## src/rtl/priority_encoder_seq_pkg.sv

```systemverilog
// Shared sizing and encode/decode helpers for the sequential priority encoder
// and the matching downstream decoder.
package priority_encoder_seq_pkg;

    localparam int PE_N   = 4;
    localparam int CODE_W = $clog2(PE_N);

    // Highest set bit wins; an all-zero vector maps to 0.
    function automatic logic [CODE_W-1:0] hi_index(input logic [PE_N-1:0] v);
        hi_index = '0;
        for (int i = 0; i < PE_N; i++) begin
            if (v[i]) hi_index = CODE_W'(i);
        end
    endfunction

    function automatic logic [PE_N-1:0] onehot(input logic [CODE_W-1:0] idx);
        onehot      = '0;
        onehot[idx] = 1'b1;
    endfunction

endpackage

```

## src/rtl/priority_encoder_seq_if.sv

```systemverilog
// Request/code handshake bundle between a request source/consumer (master)
// and the encoder (slave).
interface priority_encoder_seq_if
    import priority_encoder_seq_pkg::*;
#(
    parameter int N = PE_N,
    parameter int W = CODE_W
);
    logic         enable;
    logic [N-1:0] req;
    logic [W-1:0] code;
    logic         valid;
    logic         ready;
    logic [N-1:0] pending;
    logic         overrun;

    modport master (
        output enable, req, ready,
        input  code, valid, pending, overrun
    );

    modport slave (
        input  enable, req, ready,
        output code, valid, pending, overrun
    );
endinterface

```

## src/rtl/priority_encoder_seq_prio_pick.sv

```systemverilog
// Combinational highest-set-bit picker: index of the top pending line and its
// one-hot grant, the grant gated by the load enable.
module priority_encoder_seq_prio_pick
    import priority_encoder_seq_pkg::*;
(
    input  logic [PE_N-1:0]   i_vec,
    input  logic              i_en,
    output logic [PE_N-1:0]   o_gnt,
    output logic [CODE_W-1:0] o_idx
);
    assign o_idx = hi_index(i_vec);
    assign o_gnt = i_en ? onehot(o_idx) : '0;
endmodule

```

## src/rtl/priority_encoder_seq.sv

```systemverilog
// Sequential N-to-log2(N) encoder: captures request lines into a pending set
// and issues their indices highest-first over a valid/ready handshake.
module priority_encoder_seq
    import priority_encoder_seq_pkg::*;
#(
    parameter int N = PE_N,
    parameter int W = CODE_W
)(
    input logic                    clk,
    input logic                    rst,
    priority_encoder_seq_if.slave  bus
);
    if (N != PE_N || N < 2 || (N & (N - 1)) != 0 || W != $clog2(N)) begin : g_bad_size
        $error("priority_encoder_seq: N must be a power of two >= 2 matching the package, W = log2(N)");
    end

    logic [N-1:0] r_pending;
    logic [W-1:0] r_code;
    logic         r_valid;
    logic         r_overrun;

    logic [N-1:0] w_cap;
    logic [N-1:0] w_gnt;
    logic [W-1:0] w_idx;
    logic         w_load;

    assign w_cap  = bus.req & {N{bus.enable}};
    // Refill the output slot whenever it is empty or being consumed this edge.
    assign w_load = (~r_valid | bus.ready) & (|r_pending);

    priority_encoder_seq_prio_pick u_pick (
        .i_vec (r_pending),
        .i_en  (w_load),
        .o_gnt (w_gnt),
        .o_idx (w_idx)
    );

    always_ff @(posedge clk) begin
        if (rst) begin
            r_pending <= '0;
            r_code    <= '0;
            r_valid   <= 1'b0;
            r_overrun <= 1'b0;
        end else begin
            // Capture is OR'd after clearing the grant, so a same-cycle
            // re-request of the granted line is kept for a later issue.
            r_pending <= (r_pending & ~w_gnt) | w_cap;
            r_overrun <= |(w_cap & r_pending & ~w_gnt);
            if (w_load) begin
                r_code  <= w_idx;
                r_valid <= 1'b1;
            end else if (r_valid && bus.ready) begin
                r_valid <= 1'b0;
            end
        end
    end

    assign bus.code    = r_code;
    assign bus.valid   = r_valid;
    assign bus.pending = r_pending;
    assign bus.overrun = r_overrun;
endmodule

```

## src/flat_wrapper.sv

```systemverilog
// flat-port wrapper written by rule: the top's interface ports become plain ports
module priority_encoder_seq_flat import priority_encoder_seq_pkg::*;
#(
    parameter int N = PE_N,
    parameter int W = CODE_W
)
  (clk, rst, bus_enable, bus_req, bus_ready, bus_code, bus_valid, bus_pending, bus_overrun);
  priority_encoder_seq_if #(.N(N), .W(W)) bus_i ();
  input logic clk;
  input logic rst;
  input wire logic [$bits(bus_i.enable)-1:0] bus_enable;
  input wire logic [$bits(bus_i.req)-1:0] bus_req;
  input wire logic [$bits(bus_i.ready)-1:0] bus_ready;
  output wire logic [$bits(bus_i.code)-1:0] bus_code;
  output wire logic [$bits(bus_i.valid)-1:0] bus_valid;
  output wire logic [$bits(bus_i.pending)-1:0] bus_pending;
  output wire logic [$bits(bus_i.overrun)-1:0] bus_overrun;
  assign bus_i.enable = bus_enable;
  assign bus_i.req = bus_req;
  assign bus_i.ready = bus_ready;
  assign bus_code = bus_i.code;
  assign bus_valid = bus_i.valid;
  assign bus_pending = bus_i.pending;
  assign bus_overrun = bus_i.overrun;
  priority_encoder_seq #(.N(N), .W(W)) u_core (.clk(clk), .rst(rst), .bus(bus_i));
endmodule
```

## config.mk

```make
export PLATFORM = sky130hd
export DESIGN_NAME = priority_encoder_seq_flat
export DESIGN_NICKNAME = d
export VERILOG_FILES = /design/src/rtl/priority_encoder_seq_pkg.sv /design/src/rtl/priority_encoder_seq_if.sv /design/src/rtl/priority_encoder_seq_prio_pick.sv /design/src/rtl/priority_encoder_seq.sv /design/src/flat_wrapper.sv
export SDC_FILE = /design/constraint.sdc
export NUM_CORES = 1
export LEC_CHECK = 0
export CAP_MARGIN = 0
export CORE_AREA = 5 5 42 44
export DETAILED_ROUTE_END_ITERATION = 6
export DIE_AREA = 0 0 47 49
export GPL_ROUTABILITY_DRIVEN = 0
export PLACE_DENSITY = 0.67
export SYNTH_ARGS = -nofsm -noshare
export SYNTH_HDL_FRONTEND = slang
export SYNTH_SLANG_ARGS = --single-unit
```

## constraint.sdc

```tcl
create_clock -name clk -period 1.38 [get_ports clk]
set_input_delay 0.276 -clock clk [delete_from_list [all_inputs] [get_ports clk]]
set_output_delay 0.276 -clock clk [all_outputs]
set_load 0.02 [all_outputs]
```

-- Yosys cells after proc, flatten, opt, wreduce, memory -nomap -nowiden
Index checks and enable logic that the tools add are counted.
- bits in latches: 0
- output and inout port bits: 8
- flip-flop bits (word level): 8
- memories: 0
- bits of input ports: 8
- memory bits (read-only): 0
- memory bits (writable): 0
- shifts and indexed selects: 0
- add/sub/neg operators: 0
- reductions and logical operators: 5
- divide/modulo/power cells: 0
- mux-type cells: 8
- equality and inequality tests: 0
- $lt $le $gt $ge: 2
- bitwise operators: 9
- multiply operators: 0
- operators by type and width (kind ; count):
    $and 4x4->4 ; 4
    $reduce_or 4->1 ; 2
    $mux 1 ; 4
    $mux 2 ; 2
    $mux 4 ; 1
    $not 4->4 ; 1
    $or 4x4->4 ; 1
    $lt 2x3->1 const B ; 1
    $demux 1 s2 ; 1
    $ge 2x1->1 const B ; 1
    $logic_and 1x1->1 ; 2
    $reduce_bool 2->1 ; 1
    $and 1x1->1 ; 1
    $not 1->1 ; 1
    $or 1x1->1 ; 1

-- Logic depth before layout (Yosys ltp)
- depth in word-level cells: 11
- depth in mapped cells: 4

-- Hierarchy
From an unflattened synthesis, not the netlist that was laid out.
- cell total of the unflattened synthesis: 44
- area total of the unflattened synthesis: 385.4 um2
- by module, submodules not included (module ; seq. area each (um2) ; area each (um2) ; cells each ; times used):
    priority_encoder_seq ; 160.2 ; 329.1 ; 36 ; 1
    priority_encoder_seq_prio_pick ; 0.0 ; 56.3 ; 8 ; 1

-- Worst setup path after synthesis
No wires, ideal clock.
- path kind: reg-to-reg
- from: register u_core.r_valid (netlist: u_core.bus.valid)
- to: register u_core.r_code[0] (netlist: u_core.bus.code[0])
- period minus slack after synthesis: 1191 ps
- stages on the path, launching flop included: 5
- arrival: 1061 ps
- path buffers: 1
- data required time: 1250 ps
- setup slack: 189 ps
- library setup time: 130 ps
- path through: dfxtp_1 -> nor2b_4 -> buf_4 -> a2111oi_0 -> nor3_1
- longest elaborated chain between the ends: 3
- RTL lines (what ; line ; source):
    from (decl) ; priority_encoder_seq.sv:19 ; logic r_valid;
    from (signal assigned) ; priority_encoder_seq.sv:42 ; r_valid <= 1'b0;
    from (signal assigned) ; priority_encoder_seq.sv:51 ; r_valid <= 1'b1;
    from (signal assigned) ; priority_encoder_seq.sv:53 ; r_valid <= 1'b0;
    $not 1->1 ; priority_encoder_seq.sv:29 ; assign w_load = (~r_valid | bus.ready) & (|r_pending);
    $or 1x1->1 ; priority_encoder_seq.sv:29 ;
    $and 1x1->1 ; priority_encoder_seq.sv:29 ;
    to (signal assigned) ; priority_encoder_seq.sv:50 ; r_code <= w_idx;
    to (decl) ; priority_encoder_seq.sv:18 ; logic [W-1:0] r_code;
Every way passes these cells.
A chain may end at the register's enable or synchronous reset.

-- Final worst setup path
- from: register u_core.r_pending[1] (netlist: u_core.bus.pending[1])
- to: output bus_pending[1]
- RTL lines (what ; line ; source):
    from (decl) ; priority_encoder_seq.sv:17 ; logic [N-1:0] r_pending;
    from (signal assigned) ; priority_encoder_seq.sv:47 ; r_pending <= (r_pending & ~w_gnt) | w_cap;
    to (decl) ; flat_wrapper.sv:16 ; output wire logic [$bits(bus_i.pending)-1:0] bus_pending;
No word-level cell between the ends.

==> metrics <==
run status complete, no violations; Pwr Density 987 mW/mm^2; Starting DRT DRC Count 11; Die Area 0.00230 mm^2; DP HPWL 733 um; critical path class register to output pin; post-synthesis async set-or-reset flop share 0%; final setup vio count 0; fin crit share 87.1%; post-route minimum period 1.20 ns; wire per inst 12.0 um; reg2reg start u_core.bus.pending[2]; drt via density 4.67; final worst slack 0.179 ns; vias 364; simple logic cell fraction of the synthesized area 19.7%; Area contributors post-synth dfxtp_1 (44%), a21oi_1 (5.5%), nor2b_4 (3.8%); die width 47 um; area delta synth->final 61.9%; top-count cell post-synth dfxtp_1; CTS tree done; n_diodes 0; crit-path cells dlygate4sd2_1; post-synthesis cell area 362 um^2; Slowest-stage cell, CP dfxtp_1; worst skew pair latency 0.26 ns; Req. time, crit path 1.10 ns; Post-CTS Setup Inserts 0; first-pass GRT wire length 1360 um; Crit path largest cell delay 0.34 ns; LEAKAGE 0.258 nW; die span in y 49 um; Sw Ratio 27.4%; Most used DFF post-synth dfxtp_1; PortBufs 15; Max IR drop VDD 0.000464 V; sequential fraction of the synthesis area 44.3%; Clock Tree Buf Depth 2; vias in the first global route 318; synth cell count leaders dfxtp_1 (8), a21oi_1 (4), nand2_1 (3); post-synthesis mux area share 0%; Rows 14; Adder-Cell Fraction of Synth Area 0%; Worst R2R End u_core.bus.overrun; endpoint class of the critical path output pin; sequential share of power 43.9%; maxcap violations 0; Max Slew Vio Count 0; largest net degree at the start of global routing 12; layout cells sized above 1 22.6%; I/O pin cnt 16; end of the worst hold path u_core.bus.code[1]; fin cells 78; cell-internal power 0.000420 W; Hold Path Origin u_core.bus.code[1]; FF+latch count, synth 8; total wire length 938 um; Clock Root Buffer clkbuf_4; cells after synthesis 39; worst hold path depth 2; Compound-Gate Fraction of Synth Area 30.8%; Hold WC Path Type register to register; Post-synth EDFFs 0; Relative slew margins 75.6%; hold buffer count at cts 0; crit path launch type register; Yosys cell types 24; dominant combinational cell family by area after synthesis compound AO/OA/AOI/OAI gates; Overall Global Routing Usage 8.61%; Syn Nets 47; Overflow after GRT 0; CTS clk-pin slew, worst paths 0.06 ns; fin nets 72; unrepaired setup endpoints after global routing false; drt first pass iters 4; cell taking the most area after synthesis dfxtp_1; post-synth top area share 44.3%; core area 0.00140 mm^2; crit-path max FO 2; initial antenna violation count 0; CTS H-tree lvls 1; power share of the clock group 31.6%; Post-Syn Area per Cell 9.27 um^2; Logic pwr share 24.6%; drc violations 0; CTS buffer count 3; antenna violation net count after detailed routing 0; Post-Place Worst Slack -0.0707 ns; Final Hold Viols 0; crit-path leading delay family flip-flops; Synth Warn # 0; Starting Density 25.8%; internal reg-to-reg setup slack 0.18 ns; Synth Area in XOR/XNOR 0%; reg2reg path depth 4; clock skew 0.00596 ns; CTS Sinks 8; Worst-Margin Slew 0.357 ns; placed insts 75; Switching Power 0.000158 W; Buf/Inv on CP 1; Max Clock Freq 0.832 GHz; post-cts sizing count 8; CP arrival 0.93 ns
power by group through the flow:
stage,Clock (W),Sequential (W),Combinational [W]
floorplan,0,0.000284,0.0000511
global placement,0,0.000259,0.000152
detailed placement,0,0.000259,0.000153
CTS,0.000187,0.000254,0.000143
global route,0.000200,0.000254,0.000154
finish,0.000182,0.000254,0.000142
how the worst max path moves through the flow:
stage,start,to,slack (ns),cells past startpoint
CTS,u_core.bus.pending[2],u_core.bus.overrun,0.16,4
detailed placement,bus_ready,u_core.bus.code[0],-0.07,4
global placement,bus_ready,u_core.bus.code[0],-0.12,4
finish,u_core.bus.pending[1],bus_pending[1],0.18,1
floorplan,u_core.bus.valid,u_core.bus.code[0],0.19,4
global route,bus_ready,u_core.bus.code[0],0.11,4
layer usage:
metal  track usage [%]  wire (um)
met5                 0          0
met4              2.76          4
met3              6.64         97
met2              11.5        402
met1              10.4        433
through the flow:
stage / area, um^2 / hold WS, ns / util (%) / power (W) / TNS [ns]
3_5_place_dp: 573 / 0.471 / 40.9 / 0.000412 / -0.200
5_1_grt: 586 / 0.489 / 41.8 / 0.000608 / 0
3_3_place_gp: 573 / 0.484 / 40.9 / 0.000411 / -0.162
4_1_cts: 586 / 0.484 / 41.8 / 0.000584 / 0
6_report: 586 / 0.484 / 41.8 / 0.000578 / 0
2_1_floorplan: 362 / 0.388 / - / 0.000335 / 0
layout make-up:
class | instances | area, um^2
inverters | 2 | 7.51
well taps | 16 | 20.0
flip-flops and latches | 8 | 160
fillers | 160 | 816
repair buffers | 22 | 193
multi-input cells | 27 | 183
clock buffers | 3 | 22.5
kinds of logic after synthesis:
logic type	Yosys count
AOI/OAI and AO/OA	16
and+or+nand+nor	11
DFF	8
buffers and inverters	4
sequential cells by signal, summed over array words and instances, names as in the netlist:
name,cells
u_core.bus.code,2
u_core.bus.overrun,1
u_core.bus.pending,4
u_core.bus.valid,1
layout by cell type, fill, tap and decap left out, types with 2 or more instances in the layout:
cell type / netlist / layout
dlygate4sd2_1: 0 / 8
dfxtp_1: 8 / 8
clkdlybuf4s50_1: 0 / 7
buf_4: 1 / 7
a21oi_1: 4 / 4
nand2_1: 3 / 3
clkbuf_4: 0 / 3
inv_1: 2 / 2
nor2_1: 2 / 2
o21ai_0: 2 / 2
Power figures use the tool's default switching activity.
